`src/rtl/ro_puf_pkg.sv`:
```
// rtl/ro_puf_pkg.sv - shared FSM state type and default parameters for the PUF key voter
package ro_puf_pkg;

    typedef enum logic [2:0] {
        ST_IDLE,
        ST_SETTLE,
        ST_SAMPLE,
        ST_DECIDE,
        ST_VALID
    } puf_state_t;

    localparam int DEF_RESP_W          = 4;
    localparam int DEF_NUM_SAMPLES     = 5;
    localparam int DEF_SETTLE_CYCLES   = 16;
    localparam int DEF_SAMPLE_INTERVAL = 8;

endpackage

```
`src/rtl/puf_majority_voter_if.sv`:
```
// rtl/puf_majority_voter_if.sv - request/result handshake between consumer and PUF key voter
interface puf_majority_voter_if #(
    parameter int RESP_W = 4
) ();
    logic              start;
    logic              busy;
    logic [RESP_W-1:0] key_out;
    logic [RESP_W-1:0] unstable_mask;
    logic              key_valid;
    logic              key_ready;

    modport master (
        output start,
        output key_ready,
        input  busy,
        input  key_out,
        input  unstable_mask,
        input  key_valid
    );

    modport slave (
        input  start,
        input  key_ready,
        output busy,
        output key_out,
        output unstable_mask,
        output key_valid
    );
endinterface

```
`src/rtl/puf_bit_voter.sv`:
```
// rtl/puf_bit_voter.sv - per-bit ones counter with registered majority vote and stability flag
module puf_bit_voter #(
    parameter int NUM_SAMPLES = 5
) (
    input  logic clk,
    input  logic rst,
    input  logic clear,
    input  logic sample_en,
    input  logic bit_in,
    input  logic decide,
    output logic key_bit,
    output logic unstable_bit
);
    localparam int CW = $clog2(NUM_SAMPLES + 1);

    logic [CW-1:0] ones;

    always_ff @(posedge clk) begin
        if (rst) begin
            ones         <= '0;
            key_bit      <= 1'b0;
            unstable_bit <= 1'b0;
        end else begin
            if (clear) begin
                ones <= '0;
            end else if (sample_en && bit_in) begin
                ones <= ones + CW'(1);
            end
            // Result registers hold their value until the next decide.
            if (decide) begin
                key_bit      <= (ones > CW'(NUM_SAMPLES / 2));
                unstable_bit <= (ones != '0) && (ones != CW'(NUM_SAMPLES));
            end
        end
    end
endmodule

```
`src/rtl/puf_majority_voter.sv`:
```
// rtl/puf_majority_voter.sv - sequences PUF enable, samples the response and publishes a voted key
module puf_majority_voter
    import ro_puf_pkg::*;
#(
    parameter int RESP_W          = DEF_RESP_W,
    parameter int NUM_SAMPLES     = DEF_NUM_SAMPLES,
    parameter int SETTLE_CYCLES   = DEF_SETTLE_CYCLES,
    parameter int SAMPLE_INTERVAL = DEF_SAMPLE_INTERVAL
) (
    input  logic                 clk,
    input  logic                 rst,
    input  logic [RESP_W-1:0]    puf_response,
    output logic                 puf_enable,
    puf_majority_voter_if.slave  bus
);
    localparam int SW = $clog2(NUM_SAMPLES + 1);

    puf_state_t    state;
    logic [7:0]    cnt;
    logic [SW-1:0] samp_cnt;
    logic          clear;
    logic          sample_en;
    logic          decide;
    logic [RESP_W-1:0] key_vec;
    logic [RESP_W-1:0] mask_vec;

    assign clear     = (state == ST_IDLE) && bus.start;
    assign sample_en = (state == ST_SAMPLE) && (cnt == 8'(SAMPLE_INTERVAL - 1));
    assign decide    = (state == ST_DECIDE);

    always_ff @(posedge clk) begin
        if (rst) begin
            state         <= ST_IDLE;
            cnt           <= '0;
            samp_cnt      <= '0;
            puf_enable    <= 1'b0;
            bus.busy      <= 1'b0;
            bus.key_valid <= 1'b0;
        end else begin
            case (state)
                ST_IDLE: begin
                    if (bus.start) begin
                        state      <= ST_SETTLE;
                        cnt        <= '0;
                        samp_cnt   <= '0;
                        puf_enable <= 1'b1;
                        bus.busy   <= 1'b1;
                    end
                end
                ST_SETTLE: begin
                    if (cnt == 8'(SETTLE_CYCLES - 1)) begin
                        state <= ST_SAMPLE;
                        cnt   <= '0;
                    end else begin
                        cnt <= cnt + 8'd1;
                    end
                end
                ST_SAMPLE: begin
                    if (sample_en) begin
                        cnt      <= '0;
                        samp_cnt <= samp_cnt + SW'(1);
                        if (samp_cnt == SW'(NUM_SAMPLES - 1)) begin
                            state      <= ST_DECIDE;
                            puf_enable <= 1'b0;
                        end
                    end else begin
                        cnt <= cnt + 8'd1;
                    end
                end
                ST_DECIDE: begin
                    state <= ST_VALID;
                end
                ST_VALID: begin
                    // key_valid follows one cycle after the result registers settle.
                    if (!bus.key_valid) begin
                        bus.key_valid <= 1'b1;
                    end else if (bus.key_ready) begin
                        bus.key_valid <= 1'b0;
                        bus.busy      <= 1'b0;
                        state         <= ST_IDLE;
                    end
                end
                default: state <= ST_IDLE;
            endcase
        end
    end

    for (genvar i = 0; i < RESP_W; i++) begin : g_voter
        puf_bit_voter #(
            .NUM_SAMPLES(NUM_SAMPLES)
        ) u_voter (
            .clk         (clk),
            .rst         (rst),
            .clear       (clear),
            .sample_en   (sample_en),
            .bit_in      (puf_response[i]),
            .decide      (decide),
            .key_bit     (key_vec[i]),
            .unstable_bit(mask_vec[i])
        );
    end

    assign bus.key_out       = key_vec;
    assign bus.unstable_mask = mask_vec;
endmodule
```
`src/flat_wrapper.sv`:
```
// flat-port wrapper written by rule: the top's interface ports become plain ports
module puf_majority_voter_flat import ro_puf_pkg::*;
#(
    parameter int RESP_W          = DEF_RESP_W,
    parameter int NUM_SAMPLES     = DEF_NUM_SAMPLES,
    parameter int SETTLE_CYCLES   = DEF_SETTLE_CYCLES,
    parameter int SAMPLE_INTERVAL = DEF_SAMPLE_INTERVAL
)
  (clk, rst, puf_response, puf_enable, bus_start, bus_key_ready, bus_busy, bus_key_out, bus_unstable_mask, bus_key_valid);
  puf_majority_voter_if #(.RESP_W(RESP_W)) bus_i ();
  input  logic clk;
  input  logic rst;
  input  logic [RESP_W-1:0] puf_response;
  output logic puf_enable;
  input wire logic [$bits(bus_i.start)-1:0] bus_start;
  input wire logic [$bits(bus_i.key_ready)-1:0] bus_key_ready;
  output wire logic [$bits(bus_i.busy)-1:0] bus_busy;
  output wire logic [$bits(bus_i.key_out)-1:0] bus_key_out;
  output wire logic [$bits(bus_i.unstable_mask)-1:0] bus_unstable_mask;
  output wire logic [$bits(bus_i.key_valid)-1:0] bus_key_valid;
  assign bus_i.start = bus_start;
  assign bus_i.key_ready = bus_key_ready;
  assign bus_busy = bus_i.busy;
  assign bus_key_out = bus_i.key_out;
  assign bus_unstable_mask = bus_i.unstable_mask;
  assign bus_key_valid = bus_i.key_valid;
  puf_majority_voter #(.RESP_W(RESP_W), .NUM_SAMPLES(NUM_SAMPLES), .SETTLE_CYCLES(SETTLE_CYCLES), .SAMPLE_INTERVAL(SAMPLE_INTERVAL)) u_core (.clk(clk), .rst(rst), .puf_response(puf_response), .puf_enable(puf_enable), .bus(bus_i));
endmodule
```
`config.mk`:
```
export PLATFORM = sky130hd
export DESIGN_NAME = puf_majority_voter_flat
export DESIGN_NICKNAME = d
export VERILOG_FILES = /design/src/rtl/ro_puf_pkg.sv /design/src/rtl/puf_majority_voter_if.sv /design/src/rtl/puf_bit_voter.sv /design/src/rtl/puf_majority_voter.sv /design/src/flat_wrapper.sv
export SDC_FILE = /design/constraint.sdc
export NUM_CORES = 1
export LEC_CHECK = 0
export CORE_UTILIZATION = 40
export DETAILED_ROUTE_END_ITERATION = 12
export GPL_ROUTABILITY_DRIVEN = 0
export GPL_TIMING_DRIVEN = 1
export SETUP_SLACK_MARGIN = 0.02
export SYNTH_ARGS = -nofsm -noshare
export SYNTH_HDL_FRONTEND = slang
export SYNTH_HIERARCHICAL = 1
export SYNTH_SLANG_ARGS = --single-unit
```
`constraint.sdc`:
```
create_clock -name clk -period 1.8 [get_ports clk]
set_clock_uncertainty 0.1 [all_clocks]
set_input_delay 0.36 -clock clk [delete_from_list [all_inputs] [get_ports clk]]
set_output_delay 0.36 -clock clk [all_outputs]
set_load 0.03 [all_outputs]
```
# == After elaboration in Yosys (flattened, before gate mapping) ==
# Index checks and enable logic that the tools add are counted.
# W data, S select, Z words.
# word_totals
elab_cells,92
regBits,37
romBits,0
mem_count,0
out_inout_bits,11
latchBits,0
ram_bits,0
# op_classes
div,0
muxes,23
n_addsub,6
bitwise,0
n_lt_le_gt_ge,4
shifts,0
reduce_logical,24
eq_ne,17
mul,0
# ops
op,n
$mux W3,8
$mux W8,3
$pmux W8 S3,1
$add A3 B1 Y3 const B,5
$pmux W3 S5,1
$reduce_bool A3 Y1,5
$gt A3 B2 Y1 const B,4
$ne A3 B3 Y1 const B,4
$logic_and A1 B1 Y1,10
$add A8 B1 Y8 const B,1
$eq A8 B3 Y1 const B,1
$eq A8 B4 Y1 const B,1
$ne A2 B2 Y1 const B,4
$reduce_and A4 Y1,2
$mux W1,7
$eq A3 B2 Y1 const B,2
$eq A3 B3 Y1 const B,2
$pmux W3 S2,1
$reduce_and A6 Y1,1
$ne A2 B1 Y1 const B,2
$pmux W1 S2,2
$reduce_bool A2 Y1,2
$eq A3 B1 Y1 const B,1
$logic_not A3 Y1,1
other kinds (3),3

# == Logic depth before layout (Yosys ltp) ==
# Gate-level depths: netlist (run 1).
# logic_depth
word_depth,4
ltp_mapped,7
ltp_nobuf,6

# == Hierarchy ==
# The synthesis (run 1) kept the hierarchy.
# modules_own_cells
mod,seq_area_each_um2,cells_each,area_per_inst_um2,n_inst
puf_bit_voter,100.1,29,300.3,4
puf_majority_voter,340.3,127,999.7,1

# == Worst setup path before layout (run 1) ==
# Ideal clock, no wire load.
# synth_timing
path_type,register to register
start,register u_core.state[1]
end,register u_core.g_voter[0].u_voter.ones[2]
slack_ps,-107
stages_incl_launch_ff,6
setup_ps,121
required_time_ps,1579
period_less_slack_ps,1907
arrival_ps,1686
cell_sequence,dfxtp_1 -> buf_2 -> nor3b_1 -> and3_2 -> nand3_2 -> mux2_4
# synth_between
elab_chain_cells,3
# synth_lines
element,line,source
from (decl),puf_majority_voter.sv:18,puf_state_t state;
from (signal assigned),puf_majority_voter.sv:33,state <= ST_IDLE;
from (signal assigned),puf_majority_voter.sv:43,state <= ST_SETTLE;
from (signal assigned),puf_majority_voter.sv:52,state <= ST_SAMPLE;
$eq A3 B2 Y1,puf_majority_voter.sv:28,assign sample_en = (state == ST_SAMPLE) && (cnt == 8'(SAMPLE_INTERVAL - 1));
$logic_and A1 B1 Y1,puf_majority_voter.sv:28,
via u_core.sample_en,puf_majority_voter.sv:22,logic sample_en;
$logic_and A1 B1 Y1,puf_bit_voter.sv:26,end else if (sample_en && bit_in) begin
to (signal assigned),puf_bit_voter.sv:27,ones <= ones + CW'(1);
to (decl),puf_bit_voter.sv:16,logic [CW-1:0] ones;
# The timed path passes the listed nets, and every way through them passes these cells.
# A chain may end at the register's enable or synchronous reset.

# == Worst setup path in the final report (run 1) ==
# layout_timing
start,register u_core.cnt[0]
end,register u_core.g_voter[2].u_voter.ones[1]
# layout_between
elab_chain_cells,3
# layout_lines
element,line,source
from (decl),puf_majority_voter.sv:19,logic [7:0] cnt;
from (signal assigned),puf_majority_voter.sv:55,cnt <= cnt + 8'd1;
from (signal assigned),puf_majority_voter.sv:67,cnt <= cnt + 8'd1;
$eq A8 B3 Y1,puf_majority_voter.sv:28,
$logic_and A1 B1 Y1,puf_majority_voter.sv:28,
via u_core.sample_en,puf_majority_voter.sv:22,
$logic_and A1 B1 Y1,puf_bit_voter.sv:26,
to (signal assigned),puf_bit_voter.sv:27,
to (decl),puf_bit_voter.sv:16,
# The timed path passes the listed nets, and every way through them passes these cells.

==> results of run 1 <==
metrics by stage:
stage          TNS, ns  setup slack, ns  instances
5_1_grt              0           0.0151        366
3_5_place_dp     -1.29           -0.183        353
3_3_place_gp     -1.46           -0.170        353
4_1_cts              0           0.0266        360
6_report             0           0.0757        366
2_1_floorplan        0           0.0462        243
state kept, by name, indices dropped and copies added (netlist names):
name	cells
u_core/state	3
u_core/samp_cnt	3
u_core/puf_enable	1
u_core/cnt	8
u_core/bus.key_valid	1
u_core/bus.busy	1
u_core/g_voter.u_voter/ones	12
u_core/g_voter.u_voter/key_bit	4
u_core/g_voter.u_voter/unstable_bit	4
report_power, final:
group | switching, mW | total [mW] | leakage [nW] | internal [mW]
sequential | 0.00801 | 0.834 | 0.300 | 0.826
clock | 0.309 | 0.712 | 0.0540 | 0.403
combinational | 0.0905 | 0.170 | 0.877 | 0.0791
total | 0.407 | 1.72 | 1.23 | 1.31
layout make-up:
type,count,area [µm²]
inverter,22,82.6
clock buffer,5,68.8
tap,70,87.6
fill,483,2330
timing repair buffer,55,490
sequential,37,744
clock inverter,2,35.0
multi-input combinational,175,1370
layer usage:
metal | routed length, µm | up-vias | global-route usage
met4 | 72 | 0 | 0.0808
met3 | 126 | 5 | 0.0383
li1 | - | 984 | -
met1 | 2310 | 941 | 0.210
met2 | 2260 | 16 | 0.286
met5 | 0 | - | 0
kinds of logic (layout without fill, tap and decap cells):
family                   after synthesis  in the layout  synth area share
buffers and inverters                 31             84            0.0551
adder cells (fa/ha/maj)               19             19             0.108
AND/OR/NAND/NOR                       88             88             0.239
XOR/XNOR                               1              1           0.00398
multiplexers                           9              9            0.0500
flip-flops                            37             37             0.337
AO/OA/AOI/OAI                         58             58             0.208
synth_stat cells (all sizes together) (5+ instances only):
master	n
a31oi	7
inv	22
nor3	10
a311oi	5
nor3b	11
nand3	15
nand2	12
dfxtp	37
buf	5
ha	19
a21oi	6
o211ai	9
nand2b	5
mux2i	5
nor2	13
a21bo	8
a211oi	8
critical path: stages, from the launching register on:
cell and delay (ns):
dfxtp_2 0.33, ha_1 0.21, and3b_2 0.24, and3_4 0.22, buf_4 0.16, a21bo_1 0.19, a211oi_2 0.20
repair_timing:
item                       4_1_cts  5_1_grt
setup endpoints to repair        3       24
resized for setup                3       19
buffers inserted                 0        5
pin swaps                        0        3
cloned                           0        1
hold buffers                     0        0
path summary, 6_finish.rpt:
check / start / depth (start not counted) / end / slack [ns]
setup / recovery: u_core/cnt[0]$_SDFFE_PP0P_ / 6 / u_core/g_voter[2].u_voter/ones[1]$_SDFFE_PP0P_ / 0.08
hold / removal: u_core/samp_cnt[0]$_SDFFE_PP0P_ / 2 / u_core/samp_cnt[0]$_SDFFE_PP0P_ / 0.38
setup reg to reg: u_core/cnt[0]$_SDFFE_PP0P_ / 6 / u_core/g_voter[2].u_voter/ones[1]$_SDFFE_PP0P_ / 0.08
hold reg to reg: u_core/samp_cnt[0]$_SDFFE_PP0P_ / 2 / u_core/samp_cnt[0]$_SDFFE_PP0P_ / 0.38
==> out/summary.txt, run 1 <==
STA
--------------------------------------------------------------------------------------------------
Worst-margin pin slew                                                                     0.320 ns
Max frequency                                                                              580 MHz
Slew HR                                                                                      0.785
Final period demand of the worst path                                                      1.72 ns
Worst hold slack                                                                          0.381 ns
Period utilization                                                                           0.958
# setup viols final                                                                              0
Final count of pins violating max slew                                                           0
Hold Fails Final Rpt                                                                             0
Setup repair after global routing missed its margin                                            yes

CLOCKING
--------------------------------------------------------------------------------------------------
Clock transition time at the flip-flop clock pins of the worst setup and hold paths        0.08 ns
Maximum clock insertion buffer count                                                             2
Root Driver                                                                               clkbuf_8
Insertion delay of the later-clocked pin in the worst-skew pair                            0.30 ns
Clock buffers created by TritonCTS                                                               5
Number of levels in the clock H-tree                                                             2
Clock tree from TritonCTS                                                                      yes
Clock Sinks                                                                                     37

FLOORPLAN
--------------------------------------------------------------------------------------------------
DIE HEIGHT                                                                                 76.2 µm
Initial core utilization                                                                     0.423
Total I/O pin count                                                                             19
Area inside the core boundary                                                             5200 µm²
DIE WIDTH                                                                                  76.2 µm
Number of standard-cell rows in the floorplan                                                   26
Total die area                                                                            5800 µm²

GLOBAL ROUTE
--------------------------------------------------------------------------------------------------
Antenna violations before repair                                                                 0
Overall fraction of global-route tracks in use                                               0.172
Sum of overflow across all layers after global routing                                           0
Global-route wire length before repair                                                     7.94 mm
Maximum number of pins on one net before global-route repair                                    21
Via count of the first global-routing pass                                                    1763

YOSYS
--------------------------------------------------------------------------------------------------
Largest area contributor in the synthesized netlist                                        dfxtp_1
Synth Net Count                                                                                270
Average cell area after synthesis                                                         9.06 µm²
Number of enable flip-flop cells after synthesis                                                 0
Cells after Synth                                                                              243
Count of synthesis-stage warnings from yosys                                                     6
Synth cell types                                                                                46
Share of the yosys chip area belonging to registers                                          0.337
Number of synthesized register bits                                                             37
Area of the mapped netlist                                                                2200 µm²
Largest cells by area after synthesis                                                 dfxtp_1, ha_1, inv_1
Most frequently used flop master after synthesis                                           dfxtp_1
Ys async rst share                                                                               0
Synth top area share                                                                         0.337

RUN STATUS
--------------------------------------------------------------------------------------------------
Run status                                                                               completed

LAYOUT
--------------------------------------------------------------------------------------------------
Most common cell after layout, fill and taps aside                                           buf_4
Top library cells by usage in the layout, fill and taps aside                         buf_4, dfxtp_1, inv_1
Final antenna diode count                                                                        0
Fraction of layout instances using a drive strength above 1                                  0.233
End-of-flow core utilization                                                                 0.552
Layout Area Growth over Synthesis                                                            30.6%
Net total in the final layout                                                                  323
Final standard cell area without fillers                                                  2880 µm²

MIN PATH
--------------------------------------------------------------------------------------------------
Worst hold-check path type                                                                 reg2reg

PLACE
--------------------------------------------------------------------------------------------------
Post-detail-place hpwl                                                                     3.31 mm
Port buffer count                                                                               18
Placed instance area                                                                      2680 µm²

POWER
--------------------------------------------------------------------------------------------------
Power consumption                                                                          1.72 mW
Worst voltage drop across the vdd grid                                                      281 µV
Leak pwr                                                                                   1.23 nW
Power density normalized to cell area                                                   597 nW/µm²

WORST SETUP PATH
--------------------------------------------------------------------------------------------------
Endpoint kind of the worst setup timing path                                             flip-flop
Crit path max fanout                                                                            14
Kind of critical path                                                                      reg2reg
Critical path data required time                                                           1.92 ns
Startpoint Class                                                                         flip-flop
Data arrival, critical path                                                                1.85 ns

ROUTING
--------------------------------------------------------------------------------------------------
DRC violations left                                                                              0
First-pass iteration count of the detailed router                                                4
Average routed wire per standard cell                                                      13.0 µm
DRC marker count from the first detailed-route iteration                                       102
Final ANT Viol Nets                                                                              0
Overall routed net length                                                                  4.76 mm
Routed vias                                                                                   1946
Via-per-instance ratio                                                                        5.32

JOB
--------------------------------------------------------------------------------------------------
Max-cap viol count                                                                               0

Power figures use the tool's default switching activity.
==> run 2, diff against run 1 <==
ABC_CLOCK_PERIOD_IN_PS = 1800   (was unset)
==> results of run 2 <==
Final layout, timing and power as in run 1 (identical DEF).
